<file path="src/rtl/imem_pkg.sv">
// Shared constants and state type for the instruction RAM fill sequencer.
// Checksum option is selected with IMEM_FILL_CHECKSUM_EN.
package imem_pkg;
   localparam int IMEM_DEPTH  = 64;
   localparam int IMEM_ADDR_W = 6;

   typedef enum logic [1:0] {
      IDLE,
      LOAD,
      DRAIN,
      RUN
   } fillState_t;

   localparam logic [31:0] ADDR_RST = 32'h0;
   localparam logic [31:0] FILL_RST = 32'h0;
endpackage

</file>
<file path="src/rtl/imem_fill_ctrl.sv">
// Loads the instruction RAM from a host stream and stalls the core until done.
// Define IMEM_FILL_CHECKSUM_EN to accumulate a sum of the loaded words.
module imem_fill_ctrl
   import imem_pkg::*;
#(
   parameter int DEPTH  = IMEM_DEPTH,
   parameter int ADDR_W = IMEM_ADDR_W
) (
   input  logic              clk,
   input  logic              reset,
   input  logic              Start_FL0,
   input  logic              HostValid_FL0,
   input  logic [31:0]       HostData_FL0,
   input  logic              HostLast_FL0,
   output logic              HostReady_FL0,
   output logic [31:0]       IntrAddr_FL0,
   output logic [31:0]       IntrFill_FL0,
   output logic              CoreStall_FL0,
   output logic              LoadDone_FL0,
   output logic [ADDR_W:0]   WordCount_FL0,
   output logic              LoadErr_FL0,
   output logic [31:0]       Checksum_FL0
);

   localparam logic [ADDR_W:0] LAST_IDX = (ADDR_W+1)'(DEPTH-1);
   localparam logic [ADDR_W:0] ONE      = (ADDR_W+1)'(1);

   fillState_t state, stateN;

   logic              accept;
   logic              lastWord;
   logic              clrLoad;
   logic [ADDR_W-1:0] ptr;
   logic [31:0]       addrN;
   logic [31:0]       fillN;
   logic [ADDR_W:0]   cntN;
   logic              errN;
   logic              readyN;
   logic              stallN;
   logic              doneN;

   // Ready is only ever high in LOAD, so accept implies LOAD.
   assign accept   = HostValid_FL0 & HostReady_FL0;
   assign lastWord = (WordCount_FL0 == LAST_IDX);
   assign ptr      = WordCount_FL0[ADDR_W-1:0];
   assign clrLoad  = Start_FL0 & ((state == IDLE) | (state == RUN));

   always_ff @(posedge clk or posedge reset) begin
      if (reset) begin
         state         <= IDLE;
         IntrAddr_FL0  <= ADDR_RST;
         IntrFill_FL0  <= FILL_RST;
         WordCount_FL0 <= '0;
         LoadErr_FL0   <= 1'b0;
         HostReady_FL0 <= 1'b0;
         CoreStall_FL0 <= 1'b1;
         LoadDone_FL0  <= 1'b0;
      end else begin
         state         <= stateN;
         IntrAddr_FL0  <= addrN;
         IntrFill_FL0  <= fillN;
         WordCount_FL0 <= cntN;
         LoadErr_FL0   <= errN;
         HostReady_FL0 <= readyN;
         CoreStall_FL0 <= stallN;
         LoadDone_FL0  <= doneN;
      end
   end

   always_comb begin
      stateN = state;
      unique case (state)
         IDLE:  if (Start_FL0) stateN = LOAD;
         LOAD:  if (accept && (HostLast_FL0 || lastWord))
                   stateN = DRAIN;
         DRAIN: stateN = RUN;
         RUN:   if (Start_FL0) stateN = LOAD;
         default: stateN = IDLE;
      endcase
   end

   // Stall drops only after a full cycle in RUN, giving the RAM time
   // to capture the last word; it rises at once on a reload.
   always_comb begin
      addrN  = IntrAddr_FL0;
      fillN  = IntrFill_FL0;
      cntN   = WordCount_FL0;
      errN   = LoadErr_FL0;
      readyN = (stateN == LOAD);
      doneN  = (stateN == RUN);
      stallN = !((state == RUN) && (stateN == RUN));
      if (clrLoad) begin
         cntN = '0;
         errN = 1'b0;
      end else if (accept) begin
         addrN = {{(32-ADDR_W){1'b0}}, ptr};
         fillN = HostData_FL0;
         cntN  = WordCount_FL0 + ONE;
         if (lastWord && !HostLast_FL0)
            errN = 1'b1;
      end
   end

`ifdef IMEM_FILL_CHECKSUM_EN
   logic [31:0] sum;

   always_ff @(posedge clk or posedge reset) begin
      if (reset)
         sum <= '0;
      else if (clrLoad)
         sum <= '0;
      else if (accept)
         sum <= sum + HostData_FL0;
   end

   assign Checksum_FL0 = sum;
`else
   assign Checksum_FL0 = '0;
`endif

endmodule

</file>
<file path="config.mk">
export PLATFORM = sky130hd
export DESIGN_NAME = imem_fill_ctrl
export DESIGN_NICKNAME = d
export VERILOG_FILES = /design/src/rtl/imem_pkg.sv /design/src/rtl/imem_fill_ctrl.sv
export SDC_FILE = /design/constraint.sdc
export NUM_CORES = 1
export LEC_CHECK = 0
export ABC_AREA = 1
export BUFFER_PORTS_ARGS = -buffer_cell sky130_fd_sc_hd__buf_2
export CAP_MARGIN = 0
export CORE_ASPECT_RATIO = 1.25
export CORE_MARGIN = 5
export CORE_UTILIZATION = 40
export CTS_CLUSTER_DIAMETER = 150
export DETAILED_ROUTE_END_ITERATION = 8
export PLACE_DENSITY = 0.76
export SLEW_MARGIN = 10
export SYNTH_ARGS = -nofsm -noshare
export SYNTH_HDL_FRONTEND = slang
export SYNTH_SLANG_ARGS = --single-unit
</file>
<file path="constraint.sdc">
create_clock -name clk -period 1.5 [get_ports clk]
set_clock_uncertainty 0.1 [all_clocks]
set_input_delay 0.3 -clock clk [delete_from_list [all_inputs] [get_ports clk]]
set_output_delay 0.3 -clock clk [all_outputs]
set_load 0.02 [all_outputs]
</file>
# Word level (Yosys, flattened, before mapping)
# Index checks and enable logic that the tools add are counted.
# totals
reg_bits	51
input_bits	37
output_inout_bits	107
word_cells	39
# op_classes
n_addsub	1
n_eq_ne	6
n_mux	8
n_bitwise	4
n_reduce_logical	12
# ops
op	count
$mux W7	2
$add A7 B1 Y7 const B	1
$eq A7 B6 Y1 const B	1
$eq A2 B2 Y1 const B	3
$pmux W2 S3	1
$eq A2 B1 Y1 const B	2
$mux W2	2
$reduce_and A2 Y1	2
$reduce_bool A2 Y1	2
$logic_and A1 B1 Y1	3
$mux W1	3
$and A1 B1 Y1	2
$logic_not A1 Y1	2
$logic_not A2 Y1	1
$reduce_or A2 Y1	1
$logic_or A1 B1 Y1	1
$not A1 Y1	1
$or A1 B1 Y1	1

# Depth between registers and ports, before layout
# Gate-level depths: netlist of run 1.
# logic_depth
depth_word	8
mapped_depth	10
depth_no_buf	10

# Least setup slack after synthesis of run 1
# Ideal clock, no wire load.
# synth_timing
path_kind	register to register
from	register state[0]
to	register IntrFill_FL0[19]
setup_ns	0.117
arrival_ns	1.384
required_ns	1.283
path_slack_ns	-0.101
path_stages_with_launch	10
n_path_buf	1
period_less_slack_ns	1.601
path_cell_list	dfrtp_1 inv_1 ha_1 nand2_2 inv_4 nor2_8 inv_4 buf_4 nand2_1 nand2_1
# synth_between
elab_chain_cells	5
word_cells_on_any_way	6
classes_between	eq/ne: 1; bitwise: 3; reduce/logical: 2
# synth_lines
element	line	source
start: declaration	imem_fill_ctrl.sv:28	fillState_t state, stateN;
start signal: assignment	imem_fill_ctrl.sv:59	state <= stateN;
$eq A2 B2 Y1 or $logic_not A2 Y1 (tied branches)	imem_fill_ctrl.sv:46	assign clrLoad = Start_FL0 & ((state == IDLE) | (state == RUN));
$or A1 B1 Y1 (*)	imem_fill_ctrl.sv:46	
$and A1 B1 Y1 (*)	imem_fill_ctrl.sv:46	
$not A1 Y1 (no line) (*)	--	
$reduce_and A2 Y1 (no line) (*)	--	
end signal: assignment	imem_fill_ctrl.sv:61	IntrFill_FL0 <= fillN;
end: declaration	imem_fill_ctrl.sv:17	output logic [31:0] IntrFill_FL0,
# Mark *: on every way between the ends. The rest lies on a longest branch, timed or not.
# A chain may end at the register's enable or synchronous reset.

# Final worst setup path of run 1
# layout_timing
from	register state[0]
to	register IntrAddr_FL0[1]
# layout_between
elab_chain_cells	5
word_cells_on_any_way	6
classes_between	eq/ne: 1; bitwise: 3; reduce/logical: 2
# layout_lines
element	line	source
$eq A2 B2 Y1 or $logic_not A2 Y1 (tied branches)	imem_fill_ctrl.sv:46	
$or A1 B1 Y1 (*)	imem_fill_ctrl.sv:46	
$and A1 B1 Y1 (*)	imem_fill_ctrl.sv:46	
$not A1 Y1 (no line) (*)	--	
$reduce_and A2 Y1 (no line) (*)	--	
end signal: assignment	imem_fill_ctrl.sv:60	IntrAddr_FL0 <= addrN;
end: declaration	imem_fill_ctrl.sv:16	output logic [31:0] IntrAddr_FL0,
# Marks and branches as above.

==> flow_summary.html, run 1 <==
<table>
<tr><th>Metric</th><th>Value</th></tr>
<tr><th colspan="2">Setup path</th></tr>
<tr><td>Cell seen most often among critical-path stages</td><td>inv_6</td></tr>
<tr><td>Peak fanout along the critical path</td><td>8</td></tr>
<tr><td>Worst path arrival time</td><td>1560 ps</td></tr>
<tr><td>Type of the worst setup path</td><td>reg -&gt; reg</td></tr>
<tr><td>Kind of end point of the critical path</td><td>flop</td></tr>
<tr><td>Standard cell with the maximum stage delay on the critical path</td><td>dfrtp_1</td></tr>
<tr><td>Cells on worst reg2reg path</td><td>9</td></tr>
<tr><td>Critical Path Start Type</td><td>flop</td></tr>
<tr><td>Critical Path, Cell by Cell</td><td>inv_2 -&gt; ha_4 -&gt; nand2_4 -&gt; inv_6 -&gt; nor2_8 -&gt; inv_6 -&gt; clkbuf_16 -&gt; nand2_1 -&gt; o21ai_1</td></tr>
<tr><td>Slowest cell delay on critical path</td><td>400 ps</td></tr>
<tr><td>Required @ worst endpoint</td><td>1600 ps</td></tr>
<tr><th colspan="2">Flow run</th></tr>
<tr><td>Max_cap viols</td><td>0</td></tr>
<tr><th colspan="2">Synthesis</th></tr>
<tr><td>Proportion of synthesized chip area in sequential cells</td><td>49.3%</td></tr>
<tr><td>Synthesized instance count</td><td>302</td></tr>
<tr><td>Cell accounting for the most synthesized area</td><td>dfrtp_1</td></tr>
<tr><td>Mean instance size in the synthesized netlist</td><td>8.59 um2</td></tr>
<tr><td>Post-synth EDFFs</td><td>0</td></tr>
<tr><td>Share of synthesized flip-flops with an asynchronous set or reset</td><td>100%</td></tr>
<tr><td>Share of Yosys cell area claimed by the top area cell type</td><td>48.2%</td></tr>
<tr><td>Number of distinct library cell variants in the gate-level netlist after synthesis</td><td>25</td></tr>
<tr><td>Top cells by area in the synthesized netlist</td><td>dfrtp_1 48%, buf_4 18%, nand2_1 17%</td></tr>
<tr><td>Synth top cells by count</td><td>120 x nand2_1, 61 x buf_4, 50 x dfrtp_1</td></tr>
<tr><td>Primary flip-flop cell chosen by synthesis mapping</td><td>dfrtp_1</td></tr>
<tr><td>Netlist area before placement</td><td>2590 um2</td></tr>
<tr><td>Yosys warns</td><td>0</td></tr>
<tr><td>Flip-flop and latch count after synthesis</td><td>51</td></tr>
<tr><td>Most frequent cell after synthesis</td><td>nand2_1</td></tr>
<tr><th colspan="2">Route</th></tr>
<tr><td>Post-route ant nets</td><td>0</td></tr>
<tr><td>Average vias per placed instance</td><td>4.13</td></tr>
<tr><td>Routed wire per std cell</td><td>11.9 um</td></tr>
<tr><td>Drt drc</td><td>0</td></tr>
<tr><td>First-pass detailed-route iteration total</td><td>4</td></tr>
<tr><td>Vias after detailed routing</td><td>2024</td></tr>
<tr><td>Final wirelength</td><td>5.85 mm</td></tr>
<tr><td>DRC violation total after the first TritonRoute iteration</td><td>36</td></tr>
<tr><th colspan="2">Floorplan</th></tr>
<tr><td>Die Outline Area</td><td>8200 um2</td></tr>
<tr><td>Initial cell density of the core</td><td>41.5%</td></tr>
<tr><td># rows</td><td>32</td></tr>
<tr><td>Die Y</td><td>100 um</td></tr>
<tr><td>Placeable core area</td><td>6250 um2</td></tr>
<tr><td>Count of pins on the block boundary</td><td>144</td></tr>
<tr><td>Die outline width</td><td>82.0 um</td></tr>
<tr><th colspan="2">Power and ir drop</th></tr>
<tr><td>VDD IR max</td><td>1140 uV</td></tr>
<tr><td>Power per cell area</td><td>1930 nW/um2</td></tr>
<tr><td>Static leakage</td><td>0.00188 uW</td></tr>
<tr><th colspan="2">STA</th></tr>
<tr><td>Part of the cycle the worst path needs</td><td>97.7%</td></tr>
<tr><td>Time the worst path needs with I/O delays and setup</td><td>1470 ps</td></tr>
<tr><td>Final Max Tran Viols</td><td>0</td></tr>
<tr><td>Total Negative Setup Slacks</td><td>0 ps</td></tr>
<tr><td>Highest attainable clock frequency</td><td>683 MHz</td></tr>
<tr><td># setup viols final</td><td>0</td></tr>
<tr><td>Final-report hold violation count</td><td>0</td></tr>
<tr><td>RSZ-0062 raised after global routing</td><td>true</td></tr>
<tr><th colspan="2">Global routing</th></tr>
<tr><td>Total congestion overflow</td><td>0</td></tr>
<tr><td>Largest net degree at the start of global routing</td><td>36</td></tr>
<tr><td>First-pass GRT wire length</td><td>8.78 mm</td></tr>
<tr><td>Total track usage</td><td>13.7%</td></tr>
<tr><td>Initial antenna violation count</td><td>0</td></tr>
<tr><td>Via count of the first global-routing pass</td><td>1980</td></tr>
<tr><th colspan="2">Layout</th></tr>
<tr><td>Final-stage net count</td><td>445</td></tr>
<tr><td>Number of diodes added for antenna fixing</td><td>0</td></tr>
<tr><td>Layout Cells excl Fill</td><td>490</td></tr>
<tr><td>Share of final-layout standard cells stronger than drive strength 1</td><td>35.1%</td></tr>
<tr><td>Syn-to-layout area delta</td><td>25.9%</td></tr>
<tr><td>Final core utilization</td><td>52.3%</td></tr>
<tr><th colspan="2">Place</th></tr>
<tr><td>Number of input and output port buffers inserted</td><td>85</td></tr>
<tr><td>Post-DP HPWL</td><td>4.30 mm</td></tr>
<tr><td>Placer congestion estimate</td><td>0.857</td></tr>
<tr><td>Placed cells</td><td>475</td></tr>
<tr><th colspan="2">Min path</th></tr>
<tr><td>Type of the tightest min-delay check</td><td>in -&gt; reg</td></tr>
<tr><td>Instance count along the most critical hold path</td><td>3</td></tr>
<tr><th colspan="2">Clock tree</th></tr>
<tr><td>CTS Buf Count</td><td>5</td></tr>
<tr><td>CTS HTree Levels</td><td>2</td></tr>
<tr><td>Clock tree from TritonCTS</td><td>done</td></tr>
<tr><td>TritonCTS sink count</td><td>51</td></tr>
<tr><td>Root buffer selected by CTS</td><td>clkbuf_8</td></tr>
<tr><td>Number of buffers on the longest clock path</td><td>2</td></tr>
<tr><td>Clock latency of the later-clocked register in the worst-skew pair</td><td>300 ps</td></tr>
<tr><td>Clock transition at path regs</td><td>90 ps</td></tr>
<tr><th colspan="2">Outcome</th></tr>
<tr><td>Outcome</td><td>finished, final reports clean</td></tr>
</table>
cells by family (layout without fill, tap and decap cells):
group	count (synthesis)	in the layout	share of synthesized area, %
and+or+nand+nor	147	147	23.3
buffers and inverters	84	130	21.6
DFF	51	51	49.3
AOI/OAI and AO/OA	14	14	3.38
adders and majority gates	4	4	1.93
other	1	58	0.145
xor gates and xnor gates	1	1	0.338
state kept, by name (all words and copies together), names as in the netlist:
register	flops
IntrAddr_FL0	6
state	2
HostReady_FL0	1
LoadErr_FL0	1
LoadDone_FL0	1
WordCount_FL0	7
IntrFill_FL0	32
CoreStall_FL0	1
power breakdown:
part           switching (uW)  internal, uW  total [uW]
Clock                     451           498         949
Combinational            1990          1170        3160
Sequential                277          1910        2190
Total                    2720          3580        6300
worst max-delay path: cells and delay by family, from the launching register on:
family	cells	cell delay (ps)
flip-flops	1	400
buffers and inverters	4	350
AO/OA/AOI/OAI	1	50
AND/OR/NAND/NOR	3	250
adder cells (fa/ha/maj)	1	210
metrics by stage:
step	hold WS, ps	setup WS, ps	instance area (um2)	total power (uW)
global route	82.9	-44.9	3270	6750
detailed placement	220	-9.70	3000	5050
floorplan	248	-5.80	2830	4190
finish	95.8	35.0	3270	6300
CTS	86.7	11.2	3160	6130
global placement	219	19.8	3000	4970
cell type report:
| cell class | instances | area [um2] |
|---|---|---|
| repair buffers | 103 | 653 |
| multi-input cells | 224 | 1030 |
| clock buffers | 6 | 72.6 |
| flip-flops and latches | 51 | 1280 |
| clock inverters | 2 | 37.5 |
| fillers | 582 | 2980 |
| inverters | 19 | 85.1 |
| well taps | 85 | 106 |
worst paths after layout:
path                                               from                           end  slack [ps]
setup reg to reg                     state[0]$_DFF_PP0_   IntrAddr_FL0[1]$_DFFE_PP0P_          30
min in group asynchronous                         reset  WordCount_FL0[2]$_DFFE_PP0P_         430
max in group asynchronous                         reset  WordCount_FL0[0]$_DFFE_PP0P_         400
hold / removal                         HostData_FL0[27]  IntrFill_FL0[27]$_DFFE_PP0P_         100
hold reg to reg            IntrFill_FL0[26]$_DFFE_PP0P_  IntrFill_FL0[26]$_DFFE_PP0P_         370
setup / recovery                     state[0]$_DFF_PP0_   IntrAddr_FL0[1]$_DFFE_PP0P_          30
cell usage in the layout, fill, tap and decap left out, types with 2 or more instances in the layout:
cell,n
inv_2,3
nand4_1,2
nand3_1,4
inv_6,2
clkinvlp_4,2
conb_1,58
clkbuf_8,5
dfrtp_1,49
nor2_1,8
ha_4,2
buf_2,84
buf_4,12
inv_1,13
nand2_1,115
buf_12,4
nand2_2,10
o21ai_1,6
nor2_2,3
a21oi_2,3
layer usage:
layer,global-route usage [%],routed length (um)
met1,15.9,2240
met2,24.0,2950
met3,3.77,603
met4,4.48,56
met5,0,0
what timing repair did:
action | 4_1_cts | 5_1_grt
setup endpoints to repair | 17 | 47
resized for setup | 2 | 21
hold buffers | 1 | 0
hold endpoints to repair | 13 | 0
gates cloned | 1 | 1
setup buffers | 2 | 2
pin swaps | 1 | 6
Note: power is estimated with default switching activity, not from simulation.
==> inputs of run 2 (changes only) <==
- REMOVE_ABC_BUFFERS: not set -> 1
==> flow_summary.html, run 2 (synthesized netlist as in run 1, its figures left out) <==
<table>
<tr><th>Metric</th><th>Value</th></tr>
<tr><th colspan="2">Outcome</th></tr>
<tr><td>Outcome</td><td>finished, final reports clean</td></tr>
<tr><th colspan="2">Clock tree</th></tr>
<tr><td>CTS Buf Count</td><td>5 (unchanged)</td></tr>
<tr><td>CTS HTree Levels</td><td>2 (unchanged)</td></tr>
<tr><td>Root buffer selected by CTS</td><td>clkbuf_8</td></tr>
<tr><td>Clock tree from TritonCTS</td><td>done</td></tr>
<tr><td>TritonCTS sink count</td><td>51 (unchanged)</td></tr>
<tr><td>Clock latency of the later-clocked register in the worst-skew pair</td><td>290 ps (about the same)</td></tr>
<tr><td>Clock transition at path regs</td><td>90 ps (about the same)</td></tr>
<tr><td>Number of buffers on the longest clock path</td><td>2 (unchanged)</td></tr>
<tr><th colspan="2">Power and ir drop</th></tr>
<tr><td>VDD IR max</td><td>643 uV (-44%)</td></tr>
<tr><td>Static leakage</td><td>0.00187 uW (-0.42%)</td></tr>
<tr><td>Overall power after layout</td><td>6010 uW (-4.5%)</td></tr>
<tr><td>Power per cell area</td><td>1860 nW/um2 (-3.3%)</td></tr>
<tr><th colspan="2">Setup path</th></tr>
<tr><td>Type of the worst setup path</td><td>reg -&gt; reg</td></tr>
<tr><td>Critical Path Start Type</td><td>flop</td></tr>
<tr><td>Required @ worst endpoint</td><td>1590 ps (about the same)</td></tr>
<tr><td>Peak fanout along the critical path</td><td>9 (+1)</td></tr>
<tr><td>Worst path arrival time</td><td>1560 ps (about the same)</td></tr>
<tr><td>Kind of end point of the critical path</td><td>flop</td></tr>
<tr><th colspan="2">Layout</th></tr>
<tr><td>Sequential cell area</td><td>1280 um2 (about the same)</td></tr>
<tr><td>Final-stage net count</td><td>445 (unchanged)</td></tr>
<tr><td>Largest Register</td><td>IntrFill_FL0</td></tr>
<tr><td>Commonest non-fill, non-tap cells in the layout</td><td>104 x nand2_1, 85 x buf_2, 58 x conb_1</td></tr>
<tr><td>Number of diodes added for antenna fixing</td><td>0 (unchanged)</td></tr>
<tr><td>Share of final-layout standard cells stronger than drive strength 1</td><td>36.0% (+0.99 points)</td></tr>
<tr><td>Syn-to-layout area delta</td><td>24.4%</td></tr>
<tr><td>Post-route cell area</td><td>3230 um2 (-1.2%)</td></tr>
<tr><td>Area taken by multi-input logic gates</td><td>1030 um2 (+0.24%)</td></tr>
<tr><td>Largest registers</td><td>IntrFill_FL0 x32, WordCount_FL0 x7, IntrAddr_FL0 x6</td></tr>
<tr><td>Max reg flops</td><td>32 (unchanged)</td></tr>
<tr><td>Number of filler instances in the final layout</td><td>592 (+1.7%)</td></tr>
<tr><td>Most common cell after layout, fill and taps aside</td><td>nand2_1</td></tr>
<tr><th colspan="2">Floorplan</th></tr>
<tr><td>Placeable core area</td><td>6250 um2 (unchanged)</td></tr>
<tr><td>Initial cell density of the core</td><td>41.5% (unchanged)</td></tr>
<tr><td>Die Outline Area</td><td>8200 um2 (unchanged)</td></tr>
<tr><td>Count of pins on the block boundary</td><td>144 (unchanged)</td></tr>
<tr><td>Die outline width</td><td>82.0 um (unchanged)</td></tr>
<tr><td># rows</td><td>32 (unchanged)</td></tr>
<tr><td>Die Y</td><td>100 um (unchanged)</td></tr>
<tr><th colspan="2">Route</th></tr>
<tr><td>Final wirelength</td><td>5.56 mm (-5.0%)</td></tr>
<tr><td>First-pass detailed-route iteration total</td><td>4 (unchanged)</td></tr>
<tr><td>DRC violation total after the first TritonRoute iteration</td><td>43 (+19%)</td></tr>
<tr><td>Drt drc</td><td>0 (unchanged)</td></tr>
<tr><td>Vias after detailed routing</td><td>1962 (-3.1%)</td></tr>
<tr><td>Average vias per placed instance</td><td>4.00 (-3.1%)</td></tr>
<tr><td>Routed wire per std cell</td><td>11.3 um (-5.0%)</td></tr>
<tr><td>Post-route ant nets</td><td>0 (unchanged)</td></tr>
<tr><th colspan="2">Global routing</th></tr>
<tr><td>Total congestion overflow</td><td>0 (unchanged)</td></tr>
<tr><td>Total track usage</td><td>12.6% (-1.1 points)</td></tr>
<tr><td>Initial antenna violation count</td><td>0 (unchanged)</td></tr>
<tr><td>First-pass GRT wire length</td><td>8.19 mm (-6.8%)</td></tr>
<tr><td>Largest net degree at the start of global routing</td><td>35 (-2.8%)</td></tr>
<tr><td>Via count of the first global-routing pass</td><td>1845 (-6.8%)</td></tr>
<tr><th colspan="2">STA</th></tr>
<tr><td>Final-report hold violation count</td><td>0 (unchanged)</td></tr>
<tr><td># setup viols final</td><td>0 (unchanged)</td></tr>
<tr><td>Hold Slack</td><td>95.3 ps (-0.570 ps)</td></tr>
<tr><td>Final Max Tran Viols</td><td>0 (unchanged)</td></tr>
<tr><td>RSZ-0062 raised after global routing</td><td>true</td></tr>
<tr><td>Part of the cycle the worst path needs</td><td>97.8% (+0.15 points)</td></tr>
<tr><td>Time the worst path needs with I/O delays and setup</td><td>1470 ps (+2.23 ps)</td></tr>
<tr><td>Highest attainable clock frequency</td><td>682 MHz (-0.15%)</td></tr>
<tr><td>Final worst slack</td><td>32.7 ps (-2.23 ps)</td></tr>
<tr><th colspan="2">Place</th></tr>
<tr><td>Post-DP HPWL</td><td>4.25 mm (-1.1%)</td></tr>
<tr><td>Number of input and output port buffers inserted</td><td>85 (unchanged)</td></tr>
<tr><td>Placed instance area</td><td>3020 um2 (+0.58%)</td></tr>
<tr><td>Placer congestion estimate</td><td>0.786 (-8.3%)</td></tr>
<tr><td>Post-place setup slack</td><td>-28.3 ps (-18.6 ps)</td></tr>
<tr><th colspan="2">Flow run</th></tr>
<tr><td>Max_cap viols</td><td>0 (unchanged)</td></tr>
<tr><th colspan="2">Min path</th></tr>
<tr><td>Type of the tightest min-delay check</td><td>in -&gt; reg</td></tr>
</table>
==> run 2: changes by cell type in the layout (fill, tap and decap cells not counted), sizes merged <==
cell / delta
clkinvlp: -1
inv: +1
clkinv: +1
bufinv: -1
==> run 2: critical path, cell delays in order (launching register included) <==
cell	delay, ps
dfrtp_1	400
inv_2	70
ha_4	210
nand2_4	80
inv_4	50
nor2_8	120
inv_6	70
clkbuf_16	170
nand2_1	50
nand2_1	40
==> run 2: power by group <==
group          switching [uW]  total, uW  internal (uW)
Sequential                297       2210           1910
Combinational            1930       3050           1120
Clock                     430        756            327
Total                    2650       6010           3360
==> run 2: per-layer routing <==
layer | track usage, % | wire length [um] | vias to the layer above
li1 | - | - | 1002
met1 | 15.0 | 2240 | 882
met2 | 21.8 | 2780 | 73
met3 | 3.59 | 482 | 5
met4 | 3.45 | 52 | 0
met5 | 0 | 0 | -
==> run 2: final cells by class <==
type,instances,area share [%]
multi-input combinational,224,32.1
sequential,51,39.6
clock buffer,6,2.25
tap,85,3.30
timing repair buffer,103,19.9
inverter,19,2.44
clock inverter,2,0.388
==> run 2: worst paths after layout <==
kind | depth (start not counted) | slack [ps] | start | endpoint
setup reg to reg | 9 | 30 | state[0]$_DFF_PP0_ | IntrFill_FL0[31]$_DFFE_PP0P_
hold reg to reg | 2 | 380 | IntrFill_FL0[29]$_DFFE_PP0P_ | IntrFill_FL0[29]$_DFFE_PP0P_
setup / recovery | 9 | 30 | state[0]$_DFF_PP0_ | IntrFill_FL0[31]$_DFFE_PP0P_
hold / removal | 3 | 100 | HostData_FL0[4] | IntrFill_FL0[4]$_DFFE_PP0P_
max in group asynchronous | 4 | 310 | reset | IntrFill_FL0[29]$_DFFE_PP0P_
min in group asynchronous | 3 | 420 | reset | IntrFill_FL0[3]$_DFFE_PP0P_
==> run 2: metrics by stage <==
step	cells	util [%]	TNS (ps)
2_1_floorplan	294	-	-18110
3_3_place_gp	477	48.3	0
3_5_place_dp	477	48.3	-224
4_1_cts	487	50.0	-496
5_1_grt	490	51.6	-876
6_report	490	51.6	0
==> run 2: timing repair <==
| item | in CTS | in global routing |
|---|---|---|
| endpoints found under the hold margin | 16 | 0 |
| buffers inserted | 1 | 2 |
| setup endpoints to repair | 40 | 47 |
| resized for setup | 1 | 23 |
| pin swaps | 0 | 1 |
| hold buffers | 1 | 0 |
| cloned | 0 | 1 |
==> inputs of run 3 (changes only) <==
- CORE_UTILIZATION: 40 -> 36
- CTS_BUF_LIST: not set -> sky130_fd_sc_hd__clkbuf_8
- PLACE_DENSITY: 0.76 -> 0.7
==> flow_summary.html, run 3 (synthesized netlist as in run 1, its figures left out) <==
<table>
<tr><th>Metric</th><th>Value</th></tr>
<tr><th colspan="2">Power and ir drop</th></tr>
<tr><td>Design internal power</td><td>3760 uW (+12%)</td></tr>
<tr><td>Power per cell area</td><td>1950 nW/um2 (+4.4%)</td></tr>
<tr><td>Overall power after layout</td><td>6480 uW (+7.8%)</td></tr>
<tr><td>Sw Ratio</td><td>42.0% (-2.1 points)</td></tr>
<tr><td>Power share of the clock group</td><td>16.9% (+4.3 points)</td></tr>
<tr><td>Logic pwr share</td><td>49.3% (-1.4 points)</td></tr>
<tr><td>Switching component of the power</td><td>2720 uW (+2.6%)</td></tr>
<tr><td>Static leakage</td><td>0.00193 uW (+3.2%)</td></tr>
<tr><td>VDD IR max</td><td>879 uV (+37%)</td></tr>
<tr><td>Share of total power in sequential cells</td><td>33.8% (-2.9 points)</td></tr>
<tr><th colspan="2">Floorplan</th></tr>
<tr><td>Initial cell density of the core</td><td>37.2% (-4.3 points)</td></tr>
<tr><td># rows</td><td>34 (+6.3%)</td></tr>
<tr><td>Placeable core area</td><td>6980 um2 (+12%)</td></tr>
<tr><td>Die outline width</td><td>85.9 um (+4.7%)</td></tr>
<tr><td>Count of pins on the block boundary</td><td>144 (unchanged)</td></tr>
<tr><td>Die Y</td><td>105 um (+4.9%)</td></tr>
<tr><td>Die Outline Area</td><td>9010 um2 (+9.8%)</td></tr>
<tr><th colspan="2">STA</th></tr>
<tr><td>Total Negative Setup Slacks</td><td>0 ps (unchanged)</td></tr>
<tr><td>Final-report hold violation count</td><td>0 (unchanged)</td></tr>
<tr><td>RSZ-0062 raised after global routing</td><td>true</td></tr>
<tr><td>Highest attainable clock frequency</td><td>681 MHz (about the same)</td></tr>
<tr><td># setup viols final</td><td>0 (unchanged)</td></tr>
<tr><td>Time the worst path needs with I/O delays and setup</td><td>1470 ps (+0.740 ps)</td></tr>
<tr><td>Hold Slack</td><td>97.1 ps (+1.87 ps)</td></tr>
<tr><td>Part of the cycle the worst path needs</td><td>97.9% (about the same)</td></tr>
<tr><td>Final Max Tran Viols</td><td>0 (unchanged)</td></tr>
<tr><th colspan="2">Flow run</th></tr>
<tr><td>Max_cap viols</td><td>0 (unchanged)</td></tr>
<tr><th colspan="2">Global routing</th></tr>
<tr><td>Initial antenna violation count</td><td>0 (unchanged)</td></tr>
<tr><td>Via count of the first global-routing pass</td><td>1887 (+2.3%)</td></tr>
<tr><td>Total congestion overflow</td><td>0 (unchanged)</td></tr>
<tr><td>First-pass GRT wire length</td><td>8.93 mm (+9.0%)</td></tr>
<tr><td>Largest net degree at the start of global routing</td><td>52 (+49%)</td></tr>
<tr><td>Total track usage</td><td>12.2% (-0.42 points)</td></tr>
<tr><th colspan="2">Clock tree</th></tr>
<tr><td>CTS HTree Levels</td><td>2 (unchanged)</td></tr>
<tr><td>CTS Buf Count</td><td>5 (unchanged)</td></tr>
<tr><td>Root buffer selected by CTS</td><td>clkbuf_8</td></tr>
<tr><td>Clock tree from TritonCTS</td><td>done</td></tr>
<tr><td>Clock latency of the later-clocked register in the worst-skew pair</td><td>300 ps (about the same)</td></tr>
<tr><td>Number of buffers on the longest clock path</td><td>2 (unchanged)</td></tr>
<tr><td>TritonCTS sink count</td><td>51 (unchanged)</td></tr>
<tr><td>Clock transition at path regs</td><td>90 ps (about the same)</td></tr>
<tr><th colspan="2">Setup path</th></tr>
<tr><td>Kind of end point of the critical path</td><td>flop</td></tr>
<tr><td>Start of the worst register-to-register path</td><td>state[0]$_DFF_PP0_</td></tr>
<tr><td>Start point of the critical path</td><td>state[0]$_DFF_PP0_</td></tr>
<tr><td>Cells on worst reg2reg path</td><td>8 (-1)</td></tr>
<tr><td>Destination of the critical timing path</td><td>IntrFill_FL0[7]$_DFFE_PP0P_</td></tr>
<tr><td>Peak fanout along the critical path</td><td>14 (+5)</td></tr>
<tr><td>Required @ worst endpoint</td><td>1640 ps (+50 ps)</td></tr>
<tr><td>Type of the worst setup path</td><td>reg -&gt; reg</td></tr>
<tr><td>Critical Path Start Type</td><td>flop</td></tr>
<tr><td>Worst reg-to-reg setup slack</td><td>30 ps (about the same)</td></tr>
<tr><td>Critical register-to-register path endpoint</td><td>IntrFill_FL0[7]$_DFFE_PP0P_</td></tr>
<tr><td>Worst path arrival time</td><td>1610 ps (+50 ps)</td></tr>
<tr><th colspan="2">Layout</th></tr>
<tr><td>Most common cell after layout, fill and taps aside</td><td>nand2_1</td></tr>
<tr><td>Final core utilization</td><td>47.7% (-3.9 points)</td></tr>
<tr><td>Commonest non-fill, non-tap cells in the layout</td><td>106 x nand2_1, 85 x buf_2, 58 x conb_1</td></tr>
<tr><td>Post-route cell area</td><td>3330 um2 (+3.3%)</td></tr>
<tr><td>Share of final-layout standard cells stronger than drive strength 1</td><td>37.3% (+1.3 points)</td></tr>
<tr><td>Max reg flops</td><td>32 (unchanged)</td></tr>
<tr><td>Number of diodes added for antenna fixing</td><td>0 (unchanged)</td></tr>
<tr><td>Largest Register</td><td>IntrFill_FL0</td></tr>
<tr><td>Syn-to-layout area delta</td><td>28.4%</td></tr>
<tr><td>Final-stage net count</td><td>447 (+0.45%)</td></tr>
<tr><td>Largest registers</td><td>IntrFill_FL0 x32, WordCount_FL0 x7, IntrAddr_FL0 x6</td></tr>
<tr><th colspan="2">Route</th></tr>
<tr><td>Routed wire per std cell</td><td>11.4 um (+0.65%)</td></tr>
<tr><td>Vias after detailed routing</td><td>2006 (+2.2%)</td></tr>
<tr><td>Average vias per placed instance</td><td>4.04 (+0.80%)</td></tr>
<tr><td>DRC violation total after the first TritonRoute iteration</td><td>66 (+53%)</td></tr>
<tr><td>Post-route ant nets</td><td>0 (unchanged)</td></tr>
<tr><td>Drt drc</td><td>0 (unchanged)</td></tr>
<tr><td>First-pass detailed-route iteration total</td><td>4 (unchanged)</td></tr>
<tr><td>Final wirelength</td><td>5.68 mm (+2.1%)</td></tr>
<tr><th colspan="2">Place</th></tr>
<tr><td>Placed instance area</td><td>3020 um2 (about the same)</td></tr>
<tr><td>Placer congestion estimate</td><td>0.804 (+2.3%)</td></tr>
<tr><td>Number of input and output port buffers inserted</td><td>85 (unchanged)</td></tr>
<tr><td>Post-DP HPWL</td><td>4.35 mm (+2.3%)</td></tr>
<tr><th colspan="2">Min path</th></tr>
<tr><td>Launch instance of the worst min-delay path</td><td>HostData_FL0[26]</td></tr>
<tr><td>Type of the tightest min-delay check</td><td>in -&gt; reg</td></tr>
<tr><th colspan="2">Outcome</th></tr>
<tr><td>Outcome</td><td>finished, final reports clean</td></tr>
</table>
-- run 3: cell types whose count changed in the layout (fill, tap and decap cells not counted), sizes merged --
cell	before	now
bufinv	0	2
inv	19	20
clkbuf	7	6
clkinv	1	0
clkinvlp	1	0
buf	101	103
-- run 3: per-layer routing --
metal | GRT usage, % | part of all wire [%]
met5 | 0 | 0
met4 | 3.39 | 1.1
met3 | 3.23 | 9.2
met2 | 20.5 | 49
met1 | 15.2 | 40
-- run 3: layout make-up --
cell class	instances	area (um2)
fillers	715	3650
inverters	19	78.8
flip-flops and latches	51	1280
well taps	90	113
repair buffers	105	649
clock buffers	5	68.8
clock inverters	3	63.8
multi-input cells	224	1080
-- run 3: timing repair --
action,in CTS,in global routing
buffers inserted,1,3
hold buffers,1,0
gates resized for setup,3,30
endpoints found under the hold margin,50,0
endpoints found under the setup margin,40,45
pin swaps,1,6
gates cloned,0,1
-- run 3: worst min path at each step --
| stage | end | slack, ps | depth (start not counted) |
|---|---|---|---|
| after global routing | IntrFill_FL0[23]$_DFFE_PP0P_ | 90 | 3 |
| final | IntrFill_FL0[26]$_DFFE_PP0P_ | 100 | 3 |
| after detailed placement | IntrFill_FL0[12]$_DFFE_PP0P_ | 270 | 3 |
| after floorplan | IntrFill_FL0[0]$_DFFE_PP0P_ | 320 | 2 |
| after CTS | IntrFill_FL0[26]$_DFFE_PP0P_ | 90 | 3 |
| after global placement | IntrFill_FL0[12]$_DFFE_PP0P_ | 260 | 3 |
-- run 3: power groups by stage --
stage	logic, uW	clock network, uW	registers [uW]
floorplan	1120	0	2830
global placement	2830	0	2170
detailed placement	2910	0	2180
CTS	2980	1140	2160
global route	3500	1190	2260
finish	3200	1090	2190
-- run 3: worst max-delay path, cell delays in order (launching register included) --
cell and delay [ps]:
dfrtp_1 390, inv_2 70, ha_4 210, nand2_4 80, inv_4 50, nor2_8 120
buf_4 220, nand2_1 80, nand2_1 80
-- run 3: metrics by stage --
| step | std cells | worst slack, ps |
|---|---|---|
| 3_5_place_dp | 483 | -41.3 |
| 4_1_cts | 493 | 0.104 |
| 3_3_place_gp | 483 | 23.0 |
| 2_1_floorplan | 294 | -314 |
| 5_1_grt | 497 | -40.1 |
| 6_report | 497 | 32.0 |
